===== config.mk =====
export PLATFORM = sky130hd
export DESIGN_NAME = antares_port_arbiter
export DESIGN_NICKNAME = d
export VERILOG_FILES = /design/src/rtl/antares_port_arbiter.sv
export SDC_FILE = /design/constraint.sdc
export NUM_CORES = 1
export LEC_CHECK = 0
export CORE_AREA = 3 3 108 110
export DETAILED_ROUTE_END_ITERATION = 7
export DIE_AREA = 0 0 111 113
export PLACE_DENSITY = 0.69
export SETUP_SLACK_MARGIN = 0.05
export SLEW_MARGIN = 10
export SYNTH_ARGS = -nofsm -noshare
export SYNTH_HDL_FRONTEND = slang
export SYNTH_SLANG_ARGS = --single-unit

===== constraint.sdc =====
create_clock -name clk -period 2.1 [get_ports clk]
set_input_delay 0.42 -clock clk [delete_from_list [all_inputs] [get_ports clk]]
set_output_delay 0.42 -clock clk [all_outputs]
set_load 0.1 [all_outputs]

===== src/rtl/antares_port_arbiter.sv =====
// antares_port_arbiter: round-robin arbiter that serialises the core's
// instruction port (iport) and data port (dport) onto one shared slave port.
// A granted transfer is held until the slave completes it. A watchdog can
// abort a transfer that is never acknowledged and report an error instead.
module antares_port_arbiter #(
   parameter int TIMEOUT   = 1023,
   parameter int CNT_WIDTH = 10
) (
   input  logic        clk,
   input  logic        rst,
   input  logic [31:0] iport_address,
   input  logic [3:0]  iport_wr,
   input  logic        iport_enable,
   output logic [31:0] iport_data_i,
   output logic        iport_ready,
   output logic        iport_error,
   input  logic [31:0] dport_address,
   input  logic [31:0] dport_data_o,
   input  logic [3:0]  dport_wr,
   input  logic        dport_enable,
   output logic [31:0] dport_data_i,
   output logic        dport_ready,
   output logic        dport_error,
   output logic [31:0] m_address,
   output logic [31:0] m_data_o,
   output logic [3:0]  m_wr,
   output logic        m_enable,
   input  logic [31:0] m_data_i,
   input  logic        m_ready,
   input  logic        m_error
);

   typedef enum logic [1:0] {
      IDLE,
      GNT_I,
      GNT_D
   } state_t;

   // Counter value at which the watchdog gives up; 0 keeps the compare harmless
   // because the watchdog is disabled entirely when TIMEOUT is 0.
   localparam logic [CNT_WIDTH-1:0] LP_LIMIT = CNT_WIDTH'((TIMEOUT == 0) ? 0 : TIMEOUT - 1);
   localparam logic [CNT_WIDTH-1:0] LP_MAX   = '1;

   state_t                r_state;
   state_t                w_nextState;
   logic                  r_lastDport;
   logic [CNT_WIDTH-1:0]  r_count;
   logic                  w_granted;
   logic                  w_timeout;
   logic                  w_done;

   // Read data is broadcast to both ports; only the matching ready qualifies it.
   assign iport_data_i = m_data_i;
   assign dport_data_i = m_data_i;

   // A transfer ends either by slave acknowledge or by watchdog expiry.
   assign w_granted = (r_state != IDLE);
   assign w_timeout = (TIMEOUT != 0) && w_granted && !m_ready && (r_count == LP_LIMIT);
   assign w_done    = w_granted && (m_ready || w_timeout);

   // State, last-grant and watchdog registers; reset abandons any transfer.
   always_ff @(posedge clk or negedge rst) begin
      if (!rst) begin
         r_state     <= IDLE;
         r_lastDport <= 1'b0;
         r_count     <= '0;
      end else begin
         r_state <= w_nextState;
         if ((w_nextState != r_state) && (w_nextState != IDLE)) begin
            r_lastDport <= (w_nextState == GNT_D);
         end
         if ((w_nextState != r_state) || !w_granted) begin
            r_count <= '0;
         end else if (r_count != LP_MAX) begin
            r_count <= r_count + 1'b1;
         end
      end
   end

   // Next-state selection plus the shared-port mux and per-port completion.
   // After a completion only the other port may be granted directly, since the
   // finished port's enable can still be stale on that edge.
   always_comb begin
      w_nextState = r_state;
      m_enable    = 1'b0;
      m_address   = '0;
      m_wr        = '0;
      m_data_o    = '0;
      iport_ready = 1'b0;
      iport_error = 1'b0;
      dport_ready = 1'b0;
      dport_error = 1'b0;
      case (r_state)
         IDLE: begin
            if (iport_enable && dport_enable) begin
               w_nextState = r_lastDport ? GNT_I : GNT_D;
            end else if (iport_enable) begin
               w_nextState = GNT_I;
            end else if (dport_enable) begin
               w_nextState = GNT_D;
            end
         end
         GNT_I: begin
            m_enable    = !w_timeout;
            m_address   = iport_address;
            m_wr        = iport_wr;
            iport_ready = w_done;
            iport_error = w_timeout || (m_ready && m_error);
            if (w_done) begin
               w_nextState = dport_enable ? GNT_D : IDLE;
            end
         end
         GNT_D: begin
            m_enable    = !w_timeout;
            m_address   = dport_address;
            m_wr        = dport_wr;
            m_data_o    = dport_data_o;
            dport_ready = w_done;
            dport_error = w_timeout || (m_ready && m_error);
            if (w_done) begin
               w_nextState = iport_enable ? GNT_I : IDLE;
            end
         end
         default: begin
            w_nextState = IDLE;
         end
      endcase
   end

endmodule


[After elaboration in Yosys (flattened, before gate mapping)]
Cells that the tools add are included.
Storage, ports and cells
  output and inout port bits: 137
  flip-flop bits (word level): 13
  word-level logic and storage cells: 46
  bits of input ports: 142
Operators by class
  add/sub/neg operators: 1
  multiplexer cells: 19
  equal/unequal tests: 6
  reductions and logical operators: 17
Operator list (count)
  $pmux W32 S2: 1
  $mux W32: 1
  $mux W10: 2
  $mux W2: 7
  $add A10 B1 Y10 const B: 1
  $eq A10 B10 Y1 const B: 1
  $ne A10 B10 Y1 const B: 1
  $pmux W4 S2: 1
  $logic_and A1 B1 Y1: 6
  $mux W1: 6
  $pmux W2 S3: 1
  $reduce_bool A2 Y1: 3
  $eq A2 B2 Y1 const B: 2
  $logic_not A1 Y1: 3
  $logic_or A1 B1 Y1: 3
  $eq A2 B1 Y1 const B: 1
  $logic_not A2 Y1: 1
  $ne A2 B2 Y1: 1
  $reduce_or A2 Y1: 1

[Logic depth before layout (Yosys ltp)]
Gate-level depths: netlist (run 1).
  depth in word-level cells: 10
  depth in mapped cells: 8
  mapped depth without buffers: 7

[Least setup slack after synthesis (run 1)]
No wires, ideal clock.
  path kind: register -> output
  start point: reg r_state[1]
  end point: out m_address[10]
  setup slack: -1113 ps
  required time: 1680 ps
  data arrival time: 2793 ps
  buffers on the path: 2
  cell stages (with the launch flop): 7
  path through: dfrtp_1 > inv_1 > ha_1 > clkbuf_1 > clkbuf_1 > a22oi_1 > nor2b_1
Between the ends
  longest elaborated chain between the ends: 2
Ends and longest elaborated chain
  start, declared: line 44  | state_t r_state;
  start signal, assigned: line 68  | r_state <= w_nextState;
  $eq A2 B2 Y1 / $eq A2 B1 Y1 (equally long branches): line 93  | case (r_state)
  $pmux W32 S2 (*): line 93
  end, declared: line 24  | output logic [31:0] m_address,
Every way passes the cells marked *; elsewhere a longest branch is shown, timed or not.

[Worst setup path after layout (run 1)]
  start point: reg r_state[1]
  end point: out iport_error
Between the ends
  longest elaborated chain between the ends: 5
Ends and longest elaborated chain
  $reduce_bool A2 Y1: line 57  | assign w_granted = (r_state != IDLE);
  $logic_and A1 B1 Y1 (2 in series): line 58  | assign w_timeout = (TIMEOUT != 0) && w_granted && !m_ready && (r_count == LP_LIMIT);
  $logic_or A1 B1 Y1: line 108  | iport_error = w_timeout || (m_ready && m_error);
  $mux W1 (*): line 93
  end, declared: line 16  | output logic iport_error,
Marks and branches as above.

==> metrics.md, run 1 <==
| Metric | Value |
|---|---|
| Outcome | finished with violations |
| Violated checks | negative setup slack |
| Proportion of layout cells with a drive suffix above 1 | 56.2% |
| Post-detail-place hpwl | 7.64 mm |
| Final design area excluding fillers | 0.00561 mm² |
| Met3 track demand over resource | 3.21% |
| Critical path data required time | 1.68 ns |
| Iteration-0 DRC count of the detailed router | 110 |
| Total area of multi-input combinational cells | 0.00199 mm² |
| Number of nets in the layout | 592 |
| Register Area | 329 µm² |
| WHS | 0.567 ns |
| Category of the worst setup path launch point | register |
| Die outline width | 111 µm |
| Critical-path cell list | inv_2 -> ha_4 -> nand4b_4 -> or3_4 -> o21ai_4 -> and2_4 -> buf_12 |
| Setup WS post-layout | -0.140 ns |
| Critical Path Max Stage Delay | 0.37 ns |
| Worst slack, placed | -0.278 ns |
| Total grt overflow | 0 |
| #FFs+latches synth | 13 |
| Count of pins on the block boundary | 279 |
| Total wire length after detailed routing | 10.5 mm |
| Clock tree root driver cell | clkbuf_8 |
| Finish-stage setup viols | 51 |
| Area of the core region | 0.0108 mm² |
| Antenna violations before repair | 0 |
| Die height | 113 µm |
| Critical path class | reg -> out |
| Synthesis Warnings | 0 |
| Transition time at the pin with the least slew margin | 0.644 ns |
| Share of the synthesized area in the top cell type | 21.2% |
| Buf+Inv Stages, Crit Path | 2 |
| Number of inserted filler cells in the final layout | 916 |
| Synthesized instance count | 297 |
| Count of maximum capacitance violations | 0 |
| Final clock period utilization by the worst path | 107% |
| Sinks on Clock Net | 13 |
| Global placer's final weighted congestion | 0.889 |
| Post-detailed-placement cell area | 0.00498 mm² |
| Highest-delay cell along the critical path | dfrtp_2 |
| Min Tclk post-route | 2.24 ns |
| Via count of the first global-routing pass | 2816 |
| Critical Path Sink Type | output port |
| CTS tree | built |
| Combined area of all synthesized cells | 0.00226 mm² |
| Total power divided by cell area | 1710 mW/mm² |
| Post-synthesis net count | 445 |
| Register area share after synthesis | 14.4% |
| Number of input and output port buffers inserted | 182 |
| Initial core utilization | 21.0% |
| Kind of path behind the tightest hold check | in -> async |
| Maximum fanout along the worst path | 3 |
| Area added between synthesis and finish | 148% |
| Largest area contributor in the netlist | buf_4 |
| GR met1 Demand/Resource | 19.0% |
| Number of diodes | 0 |
| Cell variety after synth | 44 |
| Avg Cell Area, Syn | 7.62 µm² |
| Skew-Pair Late Insertion Delay | 0.25 ns |
| Detailed-route vias per instance | 4.68 |
| Overall power consumption | 9600 µW |
| Signal arrival time at the worst endpoint | 1.82 ns |
| Hold Violations, Final | 0 |
| DRC viols | 0 |
| Global route hottest layer | met2 |
| Maximum clock frequency | 446 MHz |
| Row count | 38 |
| Routed vias | 2731 |
| Final slew viol count | 0 |
| Cell family contributing the most delay on the critical path | simple AND/OR/NAND/NOR gates |
| Clock skew after layout | 0.00243 ns |
| Die Outline Area | 0.0125 mm² |
| Detailed-routing iteration count for the pre-antenna-repair pass | 4 |
| Peak VDD IR | 932 µV |
| Wire length of the first global-routing pass | 16.0 mm |
| Worst slew margin relative to its limit | 56.9% |
| Routed wire per std cell | 18.0 µm |
| LEAKAGE | 0.00219 µW |
| Setup repair after global routing missed its margin | true |
| Antenna Nets Post-Route | 0 |
| Gr usage total | 15.6% |
| Cells taking the most area after synthesis | buf_4 (21%), dfrtp_1 (14%), a22oi_1 (12%), nor2b_1 (11%), and2_1 (10%) |
| Met2 track demand over resource in global routing | 27.6% |
| Clock transition at path regs | 0.06 ns |
| Worst R2R Path Depth | 10 |
| CTS HTree Levels | 1 |
| Cts bufs inserted | 3 |
| Clock buffer depth | 2 |
| Maximum number of pins on one net before global-route repair | 38 |
| Instance count on the critical path | 7 |
power by group:
| part | internal (µW) | leakage, µW | switching, µW |
|---|---|---|---|
| Clock | 132 | 0.0000255 | 102 |
| Combinational | 3870 | 0.00199 | 5170 |
| Sequential | 297 | 0.000172 | 34.0 |
timing repair:
| action | in CTS | in global routing |
|---|---|---|
| gates resized for setup | 58 | 32 |
| buffers inserted | 11 | 4 |
| hold buffers | 0 | 0 |
| pin swaps | 7 | 2 |
| endpoints found under the setup margin | 84 | 85 |
| cloned | 4 | 2 |
routing by layer:
layer,share of wire (%),vias up
li1,-,1272
met1,39,1312
met2,52,124
met3,6.6,23
met4,2.2,0
met5,0,-
cell usage after synthesis (all sizes together):
library cell / instances
o211ai: 2
and2: 38
nand3: 5
a21oi: 7
or2: 3
nand2: 8
and4b: 2
xnor2: 4
ha: 6
clkbuf: 17
o31ai: 1
nor3b: 1
nor2b: 38
o31a: 1
nor3: 4
a22oi: 36
a221oi: 1
inv: 4
or4: 1
o221ai: 1
o21ba: 1
a31oi: 1
nor2: 6
o21ai: 5
o2111ai: 1
a21o: 1
buf: 65
o21a: 1
a31o: 1
nand4: 3
nand2b: 1
nor4: 10
or3: 3
nand4b: 2
a211oi: 1
nand3b: 1
dfrtp: 13
xor2: 1
flip-flops by register name, indices dropped and copies added (netlist names):
name / flops
r_count: 10
r_state: 2
r_lastDport: 1
cell type report:
class / instances / share of cell area, %
clock buffers: 3 / 0.736
repair buffers: 224 / 54.5
multi-input cells: 198 / 35.4
clock inverters: 1 / 0.0892
inverters: 4 / 0.268
well taps: 140 / 3.12
flip-flops and latches: 13 / 5.86
final timing paths:
kind	slack, ns	end	start
max	-0.14	iport_error	r_state[1]
min	0.57	r_count[9]	rst
max reg2reg	-0.10	r_count[4]	r_state[1]
min reg2reg	0.63	r_count[7]	r_count[7]
max in group asynchronous	1.08	r_count[4]	rst
min in group clk	0.63	r_count[7]	r_count[7]
per-stage QoR:
step	TNS, ns	utilization [%]	instances
2_1_floorplan	-0.665	-	297
3_3_place_gp	-0.896	46.2	559
3_5_place_dp	-2.25	46.2	559
4_1_cts	-4.42	50.7	578
5_1_grt	-7.13	52.0	583
6_report	-3.65	52.0	583
logic make-up (layout without fill, tap and decap cells):
| family | count (synthesis) | in the layout | share of synthesized area (%) |
|---|---|---|---|
| AOI/OAI and AO/OA | 61 | 61 | 20.4 |
| xor gates and xnor gates | 5 | 5 | 1.93 |
| adders and majority gates | 6 | 6 | 3.32 |
| buffers and inverters | 86 | 232 | 24.9 |
| DFF | 13 | 13 | 14.4 |
| and+or+nand+nor | 126 | 126 | 35.1 |
cells in the final DEF (no fill, tap or decap), types with 2 or more instances in the layout:
cell type        Yosys  routed
a21oi_1              6       5
a21oi_2              1       2
a22oi_1             36      11
a22oi_2              0      25
and2_4               0      36
and4b_1              2       2
buf_12               0      78
buf_16               0       4
buf_4               64      26
buf_6                0       4
buf_8                0       2
clkbuf_8             0       3
clkdlybuf4s50_1      0     109
dfrtp_1             13      10
dfrtp_2              0       3
ha_1                 6       2
ha_4                 0       3
inv_2                0       3
nand2_1              8       7
nand3_1              5       5
nand4_1              2       2
nor2_1               6       6
nor2b_1             38       2
nor2b_4              0      36
nor3_1               4       3
nor4_1              10       8
o211ai_1             2       2
o21ai_0              5       3
or2_2                3       3
or3_1                2       2
xnor2_1              4       4
Power figures use the tool's default switching activity.
==> run 2, diff against run 1 <==
--- a/config.mk
+++ b/config.mk
@@ -5,9 +5,11 @@
 export SDC_FILE = /design/constraint.sdc
 export NUM_CORES = 1
 export LEC_CHECK = 0
-export CORE_AREA = 3 3 108 110
+export ABC_AREA = 1
+export CORE_AREA = 3 3 107 109
 export DETAILED_ROUTE_END_ITERATION = 7
-export DIE_AREA = 0 0 111 113
+export DIE_AREA = 0 0 110 112
+export MAX_ROUTING_LAYER = met4
 export PLACE_DENSITY = 0.69
 export SETUP_SLACK_MARGIN = 0.05
 export SLEW_MARGIN = 10
==> metrics.md, run 2 <==
| Metric | Value |
|---|---|
| Maximum number of pins on one net before global-route repair | 21 |
| Clock skew after layout | 0.00464 ns |
| Worst slew margin relative to its limit | 59.6% |
| Antenna Nets Post-Route | 0 |
| LEAKAGE | 0.00198 µW |
| Transition time at the pin with the least slew margin | 0.605 ns |
| Skew-Pair Late Insertion Delay | 0.25 ns |
| Clock buffer depth | 2 |
| Worst setup endpoint | m_address[29] |
| Final design area excluding fillers | 0.00560 mm² |
| Total grt overflow | 0 |
| Number of nets in the layout | 660 |
| Crit Reg-Reg Endpoint | r_count[8] |
| Most frequent cells in the layout | clkdlybuf4s50_1 (109), nand2_1 (90), buf_12 (80) |
| Fin cells | 651 |
| Placed cell count | 625 |
| Setup WS post-layout | -0.0500 ns |
| Count of maximum capacitance violations | 0 |
| Most instantiated flip-flop cell in the synthesis netlist | dfrtp_1 |
| Clock transition at path regs | 0.05 ns |
| Critical Path Sink Type | output port |
| Cts bufs inserted | 3 |
| Finish-stage setup viols | 33 |
| Antenna violations before repair | 0 |
| Sinks on Clock Net | 13 |
| Routed vias | 2841 |
| Signal arrival time at the worst endpoint | 1.73 ns |
| Routed wire per std cell | 16.4 µm |
| Die height | 112 µm |
| Post-detail-place hpwl | 8.05 mm |
| Cells taking the most area after synthesis | buf_4 (23%), nand2_1 (22%), dfrtp_1 (15%), a21oi_1 (9.6%), inv_1 (8.6%) |
| Number of enable flip-flop cells after synthesis | 0 |
| Post-detailed-placement cell area | 0.00512 mm² |
| #FFs+latches synth | 13 |
| Post-synthesis net count | 518 |
| Share of synthesized flip-flops with an asynchronous set or reset | 100% |
| Top-count cell post-synth | nand2_1 |
| Worst R2R Path Depth | 13 |
| DRC viols | 0 |
| Iteration-0 DRC count of the detailed router | 127 |
| Share of the synthesized area in the top cell type | 22.5% |
| Wire length of the first global-routing pass | 15.4 mm |
| CTS HTree Levels | 1 |
| Synthesized instance count | 370 |
| Register ranked first by flip-flop count | r_count |
| Outcome | finished with violations |
| Detailed-routing iteration count for the pre-antenna-repair pass | 4 |
| Count of pins on the block boundary | 279 |
| Maximum fanout along the worst path | 8 |
| Worst setup slack for register-to-register paths | 0.09 ns |
| Hold Violations, Final | 0 |
| Maximum clock frequency | 465 MHz |
| Gr usage total | 16.3% |
| Row count | 38 |
| Largest area contributor in the netlist | buf_4 |
| Die Outline Area | 0.0123 mm² |
| Clock tree root driver cell | clkbuf_8 |
| Category of the worst setup path launch point | register |
| Proportion of layout cells with a drive suffix above 1 | 49.1% |
| Number of input and output port buffers inserted | 182 |
| Final slew viol count | 0 |
| Max FFs per register | 10 |
| Critical path data required time | 1.68 ns |
| Hold Buf Count CTS | 0 |
| Detailed-route vias per instance | 4.36 |
| Avg Cell Area, Syn | 5.77 µm² |
| Violated checks | negative setup slack |
| Total power divided by cell area | 1660 mW/mm² |
| Number of inserted filler cells in the final layout | 932 |
| Cell variety after synth | 27 |
| Die outline width | 110 µm |
| Largest registers | r_count (10), r_state (2), r_lastDport (1) |
| Setup repair after global routing missed its margin | true |
| Synthesis Warnings | 0 |
| Setup TNS | -0.647 ns |
| Area of the core region | 0.0107 mm² |
| Peak VDD IR | 1160 µV |
| Critical path class | reg -> out |
| Min Tclk post-route | 2.15 ns |
| Startpoint of the lowest-slack register-to-register path | r_state[1] |
| Final clock period utilization by the worst path | 102% |
| Combined area of all synthesized cells | 0.00213 mm² |
| Global placer's final weighted congestion | 0.900 |
| Initial core utilization | 20.0% |
| Most frequent standard cell in the layout excluding fill and tap cells | clkdlybuf4s50_1 |
| Timing startpoint of the critical path | r_state[1] |
| Area added between synthesis and finish | 162% |
| Number of diodes | 0 |
| Via count of the first global-routing pass | 2955 |
| Register area share after synthesis | 15.2% |
| Kind of path behind the tightest hold check | reg -> reg |
| WHS | 0.521 ns |
| Top cells by count, synth | nand2_1 (124), buf_4 (64), inv_1 (49) |
| Total wire length after detailed routing | 10.7 mm |
| CTS tree | built |
| Worst slack, placed | -0.0414 ns |
==> run 2: cell types whose count changed after synthesis, moves of 4 or more <==
cell,previous run,this run
nor2_1,6,19
nor2b_1,38,0
and2_1,37,1
a22oi_1,36,0
nand2_1,8,124
clkbuf_1,17,11
a21oi_1,6,41
nor4_1,10,0
inv_1,4,49
nand2_2,0,7
xor2_1,1,5
==> run 2: metrics by stage <==
step,util [%],total power [µW]
floorplan,-,6140
global placement,47.9,8060
detailed placement,47.9,8160
CTS,51.0,9060
global route,52.3,9600
finish,52.3,9280
==> run 2: worst min-delay path by stage <==
stage	to	slack, ns	cells after the start	startpoint
after global placement	r_lastDport	0.49	2	r_lastDport
after detailed placement	r_lastDport	0.49	2	r_lastDport
after floorplan	r_count[0]	0.12	0	rst
after global routing	r_lastDport	0.56	2	r_lastDport
after CTS	r_lastDport	0.51	2	r_lastDport
final	r_lastDport	0.52	2	r_lastDport
==> run 2: power by group <==
group / internal, µW / switching (µW)
clock network: 134 / 96.4
registers: 290 / 35.2
logic: 3200 / 5520
==> run 2: layout make-up <==
type	count	area, µm²	share of cell area (%)
tap	140	175	3.13
timing repair inverter	1	16.3	0.291
timing repair buffer	214	2980	53.2
multi-input combinational	228	1730	30.9
inverter	51	328	5.86
sequential	13	327	5.84
clock buffer	4	45.0	0.805
==> run 2: cells by family after synthesis <==
kind of cell	count (synthesis)	share of synthesized area, %
simple gates	167	32.9
buf+inv	130	34.1
compound gates	48	11.8
flops	13	15.2
xor+xnor	6	2.46
fa+ha+maj	6	3.52
==> run 2: metal layers <==
| layer | wire length (µm) | vias to the layer above | global-route usage, % |
|---|---|---|---|
| li1 | - | 1339 | - |
| met1 | 3830 | 1331 | 17.7 |
| met2 | 5700 | 159 | 29.2 |
| met3 | 999 | 12 | 5.04 |
| met4 | 139 | 0 | 2.49 |
| met5 | 0 | - | - |
==> run 2: what timing repair did <==
action / CTS / global route
buffers inserted: 14 / 4
endpoints found under the setup margin: 54 / 78
gates resized for setup: 18 / 37
gates cloned: 4 / 1
pin swaps: 5 / 14
==> run 2: critical path: stages, from the launching register on <==
cell and delay [ns]:
dfrtp_2 0.41, inv_4 0.07, ha_4 0.38, clkinv_8 0.11, buf_12 0.17, a21oi_4 0.15, buf_12 0.19
